==> config.mk <==
export PLATFORM = sky130hd
export DESIGN_NAME = ddr_cmd_arbiter
export DESIGN_NICKNAME = d
export VERILOG_FILES = /design/src/rtl/ddr_cmd_arbiter.sv
export SDC_FILE = /design/constraint.sdc
export NUM_CORES = 1
export LEC_CHECK = 0
export BUFFER_PORTS_ARGS = -buffer_cell sky130_fd_sc_hd__buf_2
export CAP_MARGIN = 20
export CORE_AREA = 2 2 70 99
export CTS_CLUSTER_DIAMETER = 100
export CTS_CLUSTER_SIZE = 16
export DETAILED_ROUTE_END_ITERATION = 8
export DIE_AREA = 0 0 72 101
export PLACE_DENSITY = 0.8
export RECOVER_POWER = 25
export SLEW_MARGIN = 20
export SYNTH_ARGS = -nofsm -noshare
export SYNTH_HDL_FRONTEND = slang
export SYNTH_SLANG_ARGS = --single-unit
==> constraint.sdc <==
create_clock -name clk -period 1.2 [get_ports clk]
set_input_delay 0.18 -clock clk [delete_from_list [all_inputs] [get_ports clk]]
set_output_delay 0.18 -clock clk [all_outputs]
set_load 0.03 [all_outputs]
==> src/rtl/ddr_cmd_arbiter.sv <==
// Two-requester (write capture / read readback) arbiter feeding a DDR command port.
// Optional grant statistics counters are built when ARB_STATS_EN is defined.
module ddr_cmd_arbiter #(
    parameter int unsigned BL         = 63,
    parameter int unsigned WR_STREAK  = 4,
    parameter int unsigned RD_MAX_OUT = 2
) (
    input  logic        clk,
    input  logic        reset,
    input  logic        wr_req,
    input  logic [29:0] wr_addr,
    input  logic [6:0]  wr_fill,
    output logic        wr_gnt,
    input  logic        rd_req,
    input  logic [29:0] rd_addr,
    output logic        rd_gnt,
    input  logic        rd_burst_done,
    input  logic        cmd_full,
    output logic        cmd_en,
    output logic [2:0]  cmd_instr,
    output logic [29:0] cmd_addr,
    output logic [5:0]  cmd_bl,
    output logic        busy,
    output logic [15:0] stat_wr_cnt,
    output logic [15:0] stat_rd_cnt
);

    localparam int unsigned ADDR_W   = 30;
    localparam int unsigned FILL_W   = 7;
    localparam int unsigned BL_W     = 6;
    localparam int unsigned STREAK_W = $clog2(WR_STREAK + 1);
    localparam int unsigned RD_OUT_W = $clog2(RD_MAX_OUT + 1);

    localparam logic [FILL_W-1:0]   WR_THRESH  = FILL_W'(BL + 1);
    localparam logic [STREAK_W-1:0] STREAK_MAX = STREAK_W'(WR_STREAK);
    localparam logic [RD_OUT_W-1:0] RD_LIMIT   = RD_OUT_W'(RD_MAX_OUT);
    localparam logic [2:0]          INSTR_WR   = 3'b000;
    localparam logic [2:0]          INSTR_RD   = 3'b001;

    typedef enum logic {
        ST_IDLE  = 1'b0,
        ST_ISSUE = 1'b1
    } state_e;

    state_e              state_q, state_d;
    logic                win_wr_q, win_wr_d;
    logic [2:0]          instr_q, instr_d;
    logic [ADDR_W-1:0]   addr_q, addr_d;
    logic [BL_W-1:0]     bl_q, bl_d;
    logic [STREAK_W-1:0] streak_q, streak_d;
    logic [RD_OUT_W-1:0] rd_out_q, rd_out_d;

    logic wr_elig_c;
    logic rd_elig_c;
    logic pick_wr_c;
    logic issue_c;
    logic wr_gnt_c;
    logic rd_gnt_c;
    logic [ADDR_W-1:0] sel_addr_c;

    assign wr_elig_c = wr_req && (wr_fill >= WR_THRESH);
    assign rd_elig_c = rd_req && (rd_out_q < RD_LIMIT);

    // Write wins ties until it has starved a pending read for WR_STREAK grants.
    assign pick_wr_c  = wr_elig_c && (!rd_elig_c || (streak_q < STREAK_MAX));
    assign sel_addr_c = pick_wr_c ? wr_addr : rd_addr;

    // Issue is gated by reset so an in-flight command is dropped cleanly.
    assign issue_c  = (state_q == ST_ISSUE) && !cmd_full && !reset;
    assign wr_gnt_c = issue_c && win_wr_q;
    assign rd_gnt_c = issue_c && !win_wr_q;

    // Next-state and command latch.
    always_comb begin
        state_d  = state_q;
        win_wr_d = win_wr_q;
        instr_d  = instr_q;
        addr_d   = addr_q;
        bl_d     = bl_q;
        case (state_q)
            ST_IDLE: begin
                if (wr_elig_c || rd_elig_c) begin
                    win_wr_d = pick_wr_c;
                    instr_d  = pick_wr_c ? INSTR_WR : INSTR_RD;
                    addr_d   = sel_addr_c & ~ADDR_W'(3);
                    bl_d     = BL_W'(BL);
                    state_d  = ST_ISSUE;
                end
            end
            ST_ISSUE: begin
                if (!cmd_full) begin
                    state_d = ST_IDLE;
                end
            end
            default: state_d = ST_IDLE;
        endcase
    end

    // Write-streak and outstanding-read bookkeeping.
    always_comb begin
        streak_d = streak_q;
        rd_out_d = rd_out_q;
        if (wr_gnt_c) begin
            if (rd_req) begin
                streak_d = (streak_q >= STREAK_MAX) ? streak_q : streak_q + STREAK_W'(1);
            end else begin
                streak_d = '0;
            end
        end else if (rd_gnt_c) begin
            streak_d = '0;
        end

        if (rd_gnt_c && !(rd_burst_done && (rd_out_q != '0))) begin
            rd_out_d = rd_out_q + RD_OUT_W'(1);
        end else if (!rd_gnt_c && rd_burst_done && (rd_out_q != '0)) begin
            rd_out_d = rd_out_q - RD_OUT_W'(1);
        end
    end

    always_ff @(posedge clk) begin
        if (reset) begin
            state_q  <= ST_IDLE;
            win_wr_q <= 1'b0;
            instr_q  <= '0;
            addr_q   <= '0;
            bl_q     <= '0;
            streak_q <= '0;
            rd_out_q <= '0;
        end else begin
            state_q  <= state_d;
            win_wr_q <= win_wr_d;
            instr_q  <= instr_d;
            addr_q   <= addr_d;
            bl_q     <= bl_d;
            streak_q <= streak_d;
            rd_out_q <= rd_out_d;
        end
    end

    assign cmd_en    = issue_c;
    assign wr_gnt    = wr_gnt_c;
    assign rd_gnt    = rd_gnt_c;
    assign cmd_instr = instr_q;
    assign cmd_addr  = addr_q;
    assign cmd_bl    = bl_q;
    assign busy      = (state_q != ST_IDLE) || (rd_out_q != '0);

`ifdef ARB_STATS_EN
    logic [15:0] stat_wr_q;
    logic [15:0] stat_rd_q;

    // Saturating grant counters.
    always_ff @(posedge clk) begin
        if (reset) begin
            stat_wr_q <= '0;
            stat_rd_q <= '0;
        end else begin
            if (wr_gnt_c && (stat_wr_q != 16'hFFFF)) begin
                stat_wr_q <= stat_wr_q + 16'd1;
            end
            if (rd_gnt_c && (stat_rd_q != 16'hFFFF)) begin
                stat_rd_q <= stat_rd_q + 16'd1;
            end
        end
    end

    assign stat_wr_cnt = stat_wr_q;
    assign stat_rd_cnt = stat_rd_q;
`else
    assign stat_wr_cnt = '0;
    assign stat_rd_cnt = '0;
`endif

endmodule

# [Word-level counts from Yosys, hierarchy flattened]
# Cells that the tools add are included.
[totals] regBits=39 latchBits=0 ramBits=0 romBits=0 memories=0
[classes] addsub=3 n_mul=0 div=0 order_cmp=4 eq_ne=1 n_shift=0 muxes=11 bitwise_logic=1 reduce_logical=25
[ops] op="30-bit two-way mux" count=1
[ops] op="3-bit two-way mux" count=4
[ops] op="1-bit logical AND" count=11
[ops] op="7-bit greater-or-equal comparator, second input constant" count=1
[ops] op="1-bit logical NOT" count=6
[ops] op="2-bit nonzero test" count=3
[ops] op="2-bit two-way mux" count=2
[ops] op="2-bit AND reduction" count=2
[ops] op="3-bit by 1-bit adder with 3-bit output, second input constant" count=1
[ops] op="3-bit greater-or-equal comparator, second input constant" count=1
[ops] op="1-bit logical OR" count=3
[ops] op="3-bit < comparator, second input constant" count=1
[ops] op="1-bit two-way mux" count=3
[ops] op="3-bit != test, second input constant" count=1
[ops] op="2-bit by 1-bit adder with 2-bit output, second input constant" count=1
[ops] op="2-bit < comparator, second input constant" count=1
[ops] op="1-bit case mux with 2 select lines" count=1
[ops] op="2-bit by 1-bit subtractor with 2-bit output, second input constant" count=1
[ops] op="1-bit inverter" count=1

# [Longest topological paths before layout]
[depth] ltp_word=9 ltp_mapped=6 ltp_nobuf=4

# [Least setup slack after synthesis]
# Ideal clock, no wire load.
[synth_path] path_type="register -> output" startpoint="register state_q" endpoint="output port wr_gnt" t_arrival_ps=1245 required_time_ps=1020 path_slack_ps=-225 stages_incl_launch_ff=5 path_cell_list="dfxtp_1 > buf_6 > or3b_4 > clkinv_4 > and2_1"
[synth_between] elab_chain_cells=3
[synth_lines] element="from (decl)" line="45" text="state_e state_q, state_d;"
[synth_lines] element="from (signal assigned)" line="130" text="state_q <= state_d;"
[synth_lines] element="1-bit logical AND (2 in series)" line="69" text="assign issue_c = (state_q == ST_ISSUE) && !cmd_full && !reset;"
[synth_lines] element="named net cmd_en" line="19" text="output logic cmd_en,"
[synth_lines] element="1-bit logical AND" line="70" text="assign wr_gnt_c = issue_c && win_wr_q;"
[synth_lines] element="to (decl)" line="13" text="output logic wr_gnt,"
# The timed path passes the listed nets, and every way through them passes these cells.

# [Worst setup path in the final report]
[layout_path] startpoint="register state_q" endpoint="output port wr_gnt"
[layout_between] elab_chain_cells=3
[layout_lines] element="1-bit logical AND (2 in series)" line="69"
[layout_lines] element="1-bit logical AND" line="70"
# No other way between the ends.

==> out/qor.txt <==
outcome: finished with violations
violated checks: setup timing
wire length per cell: 13.7 um
Maximum Capacitance Violations: 0
Setup CP Type: reg -> out
startpoint types: register
combinational power share: 0.335
CTS root buf: clkbuf_8
fillers: 605
Ys Warns: 0
RSZ-0062 raised after global routing: true
die footprint: 0.00727 mm^2
CTS tree: built
Tot Pwr: 3.40 mW
post-synthesis sequential area ratio: 0.306
Post-Layout Cell Count: 438
Reg2Reg Setup Slack: -180 ps
synth-to-layout area growth: 32.7%
FP Rows: 35
final WL: 6020 um
Max IR drop VDD: 0.473 mV
switch share: 0.353
I/O Pins: 148
Hold Path Origin: rd_addr[3]
iteration-0 DRC count of the detailed router: 98
PD cells: 1060 mW/mm^2
Worst Path Required: 1020 ps
GRT busiest layer: met2
Final min period: 1540 ps
die width: 72 um
first-pass GRT wire length: 9120 um
Initial Util: 0.376
max incr delay on CP: 400 ps
clk_skew: 10.1 ps
GRT Util Overall: 0.159
net switching power: 1.20 mW
RePlAce Congestion: 0.753
Num CTS Buffers: 5
CTS Buffer Depth: 2
final hold vios: 0
cell count after placement: 422
met2 Usage GRT: 0.298
largest net degree at the start of global routing: 44
Setup WS pre-CTS: -82.0 ps
Clock power frac: 0.262
crit-path max FO: 4
Unique masters post-synth: 37
post-layout worst setup margin: -335 ps
crit share post-route: 1.28
Post-Syn Area: 0.00242 mm^2
vias after detailed routing: 2155
reg-to-reg startpoint: state_q
H-tree depth: 2
hold endpoint: cmd_addr[3]
hold path cells: 3
clk sinks: 37
final net count: 438
port bufs: 101
initial antenna violation count: 0
syn avg cell area: 9.46 um^2
global route total overflow: 0
Residual DRC: 0
Detail Route Antenna Nets: 0
vias in the first global route: 1969
reg2reg end: cmd_addr[7]
routing usage on met3: 0.0380
Reg2Reg Depth: 7
internal power: 2.20 mW
FMAX: 651 MHz
register bit count reported by yosys: 37
antenna diode count: 0
vias per cell: 4.92
met1 Usage GRT: 0.174
final setup vio count: 37
CP Cell Sequence: or3b_4 -> clkinv_4 -> and2_4 -> buf_6
Clock transition at path regs: 80 ps
detailed placer's ending HPWL: 3950 um
HP Class: in -> reg
setup TNS: -5650 ps
Die Ht: 101 um
core area: 0.00644 mm^2
fraction of layout cells with a size suffix above 1: 0.486
cell leakage power: 1.53 nW
critical path's slowest cell: or3b_4
TritonRoute pass-1 iters: 6
clock latency on the worst-skew pair: 280 ps
Mapped Cells: 256
critical path endpoint category: primary output
hold_ws: 162 ps
WP data arrival: 1360 ps
sequential share of power: 0.403
fin. max-slew vios: 0
-- cell usage after synthesis (all sizes together) --
cell / count / share of area
nand2b: 29 / 0.078
nand4b: 28 / 0.10
a41o: 1 / 0.0041
nor4b: 1 / 0.0098
nand3: 1 / 0.0021
nor3b: 2 / 0.0083
a211oi: 1 / 0.0031
and3b: 3 / 0.011
or3: 1 / 0.0031
conb: 1 / 0.0015
nand3b: 4 / 0.018
clkbuf: 5 / 0.0077
o21ai: 6 / 0.012
clkinv: 1 / 0.0036
or3b: 1 / 0.0046
nor2b: 1 / 0.0026
nand2: 4 / 0.0062
buf: 54 / 0.17
nor3: 2 / 0.0062
and2: 1 / 0.0026
and3: 1 / 0.0026
a21oi: 10 / 0.025
ha: 1 / 0.0052
inv: 31 / 0.048
o221ai: 28 / 0.15
a21o: 1 / 0.0036
dfxtp: 37 / 0.31
-- metal layers --
layer,up-vias,wire [um]
met5,-,0
met4,0,124
met3,7,442
met2,88,3210
met1,1016,2240
li1,1044,-
-- repair_timing --
item,CTS,global route
buffers inserted,8,0
endpoints found under the hold margin,0,0
gates cloned,3,0
hold buffers,0,0
pin swaps,23,12
setup endpoints to repair,37,38
resized for setup,19,12
-- worst max-delay path by stage --
| stage | endpoint | cells past startpoint | slack [ps] | startpoint |
|---|---|---|---|---|
| final | wr_gnt | 4 | -340 | state_q |
| after global routing | wr_gnt | 4 | -390 | state_q |
| after CTS | wr_gnt | 4 | -340 | state_q |
| after detailed placement | cmd_addr[6] | 4 | -80 | rd_out_q[1] |
| after global placement | wr_gnt | 4 | -60 | state_q |
| after floorplan | rd_out_q[1] | 4 | -150 | state_q |
-- critical path: cells and delay by family (launching register included) --
family	cells	cell delay (ps)
buffers and inverters	2	170
DFF	1	370
and+or+nand+nor	2	530
-- cells in the final DEF (no fill, tap or decap), types with 4 or more instances in the layout --
cell type  Yosys  final
a21oi_1        9      5
nand2b_1      28     28
inv_1         31     31
clkbuf_8       0      6
buf_4         42     12
buf_6          6      8
o221ai_2      20     21
o221ai_1       8      7
buf_2          6     97
a21oi_2        0      4
buf_12         0      6
nand4b_1      28     28
dfxtp_1       37     35
conb_1         1     36
-- cell families after synthesis --
family	synth area share
AOI/OAI and AO/OA	0.201
adders and majority gates	0.00516
buffers and inverters	0.230
DFF	0.306
other	0.00155
and+or+nand+nor	0.256
-- power groups by stage --
stage	clock network [mW]	logic [mW]	registers, mW
floorplan	0	0.658	1.57
global placement	0	1.02	1.39
detailed placement	0	1.03	1.40
CTS	0.946	1.15	1.37
global route	0.979	1.22	1.38
finish	0.892	1.14	1.37
-- cell type report --
type                       instances  area, um^2  area share
multi-input combinational        163        1320       0.411
sequential                        37         746       0.232
clock inverter                     1        7.51     0.00234
timing repair buffer             125         841       0.262
tap                               74        92.6      0.0288
inverter                          32         125      0.0389
clock buffer                       6        82.6      0.0257
-- state kept, by name, summed over array words and instances (netlist names) --
signal     flops
cmd_addr      28
streak_q       3
rd_out_q       2
cmd_bl         1
cmd_instr      1
state_q        1
win_wr_q       1
-- stage by stage --
| step | util | area, um^2 |
|---|---|---|
| after global placement | 0.451 | 2910 |
| after detailed placement | 0.451 | 2910 |
| final | 0.499 | 3210 |
| after CTS | 0.498 | 3200 |
| after global routing | 0.499 | 3210 |
| after floorplan | - | 2560 |
(Power assumes the default switching activity.)
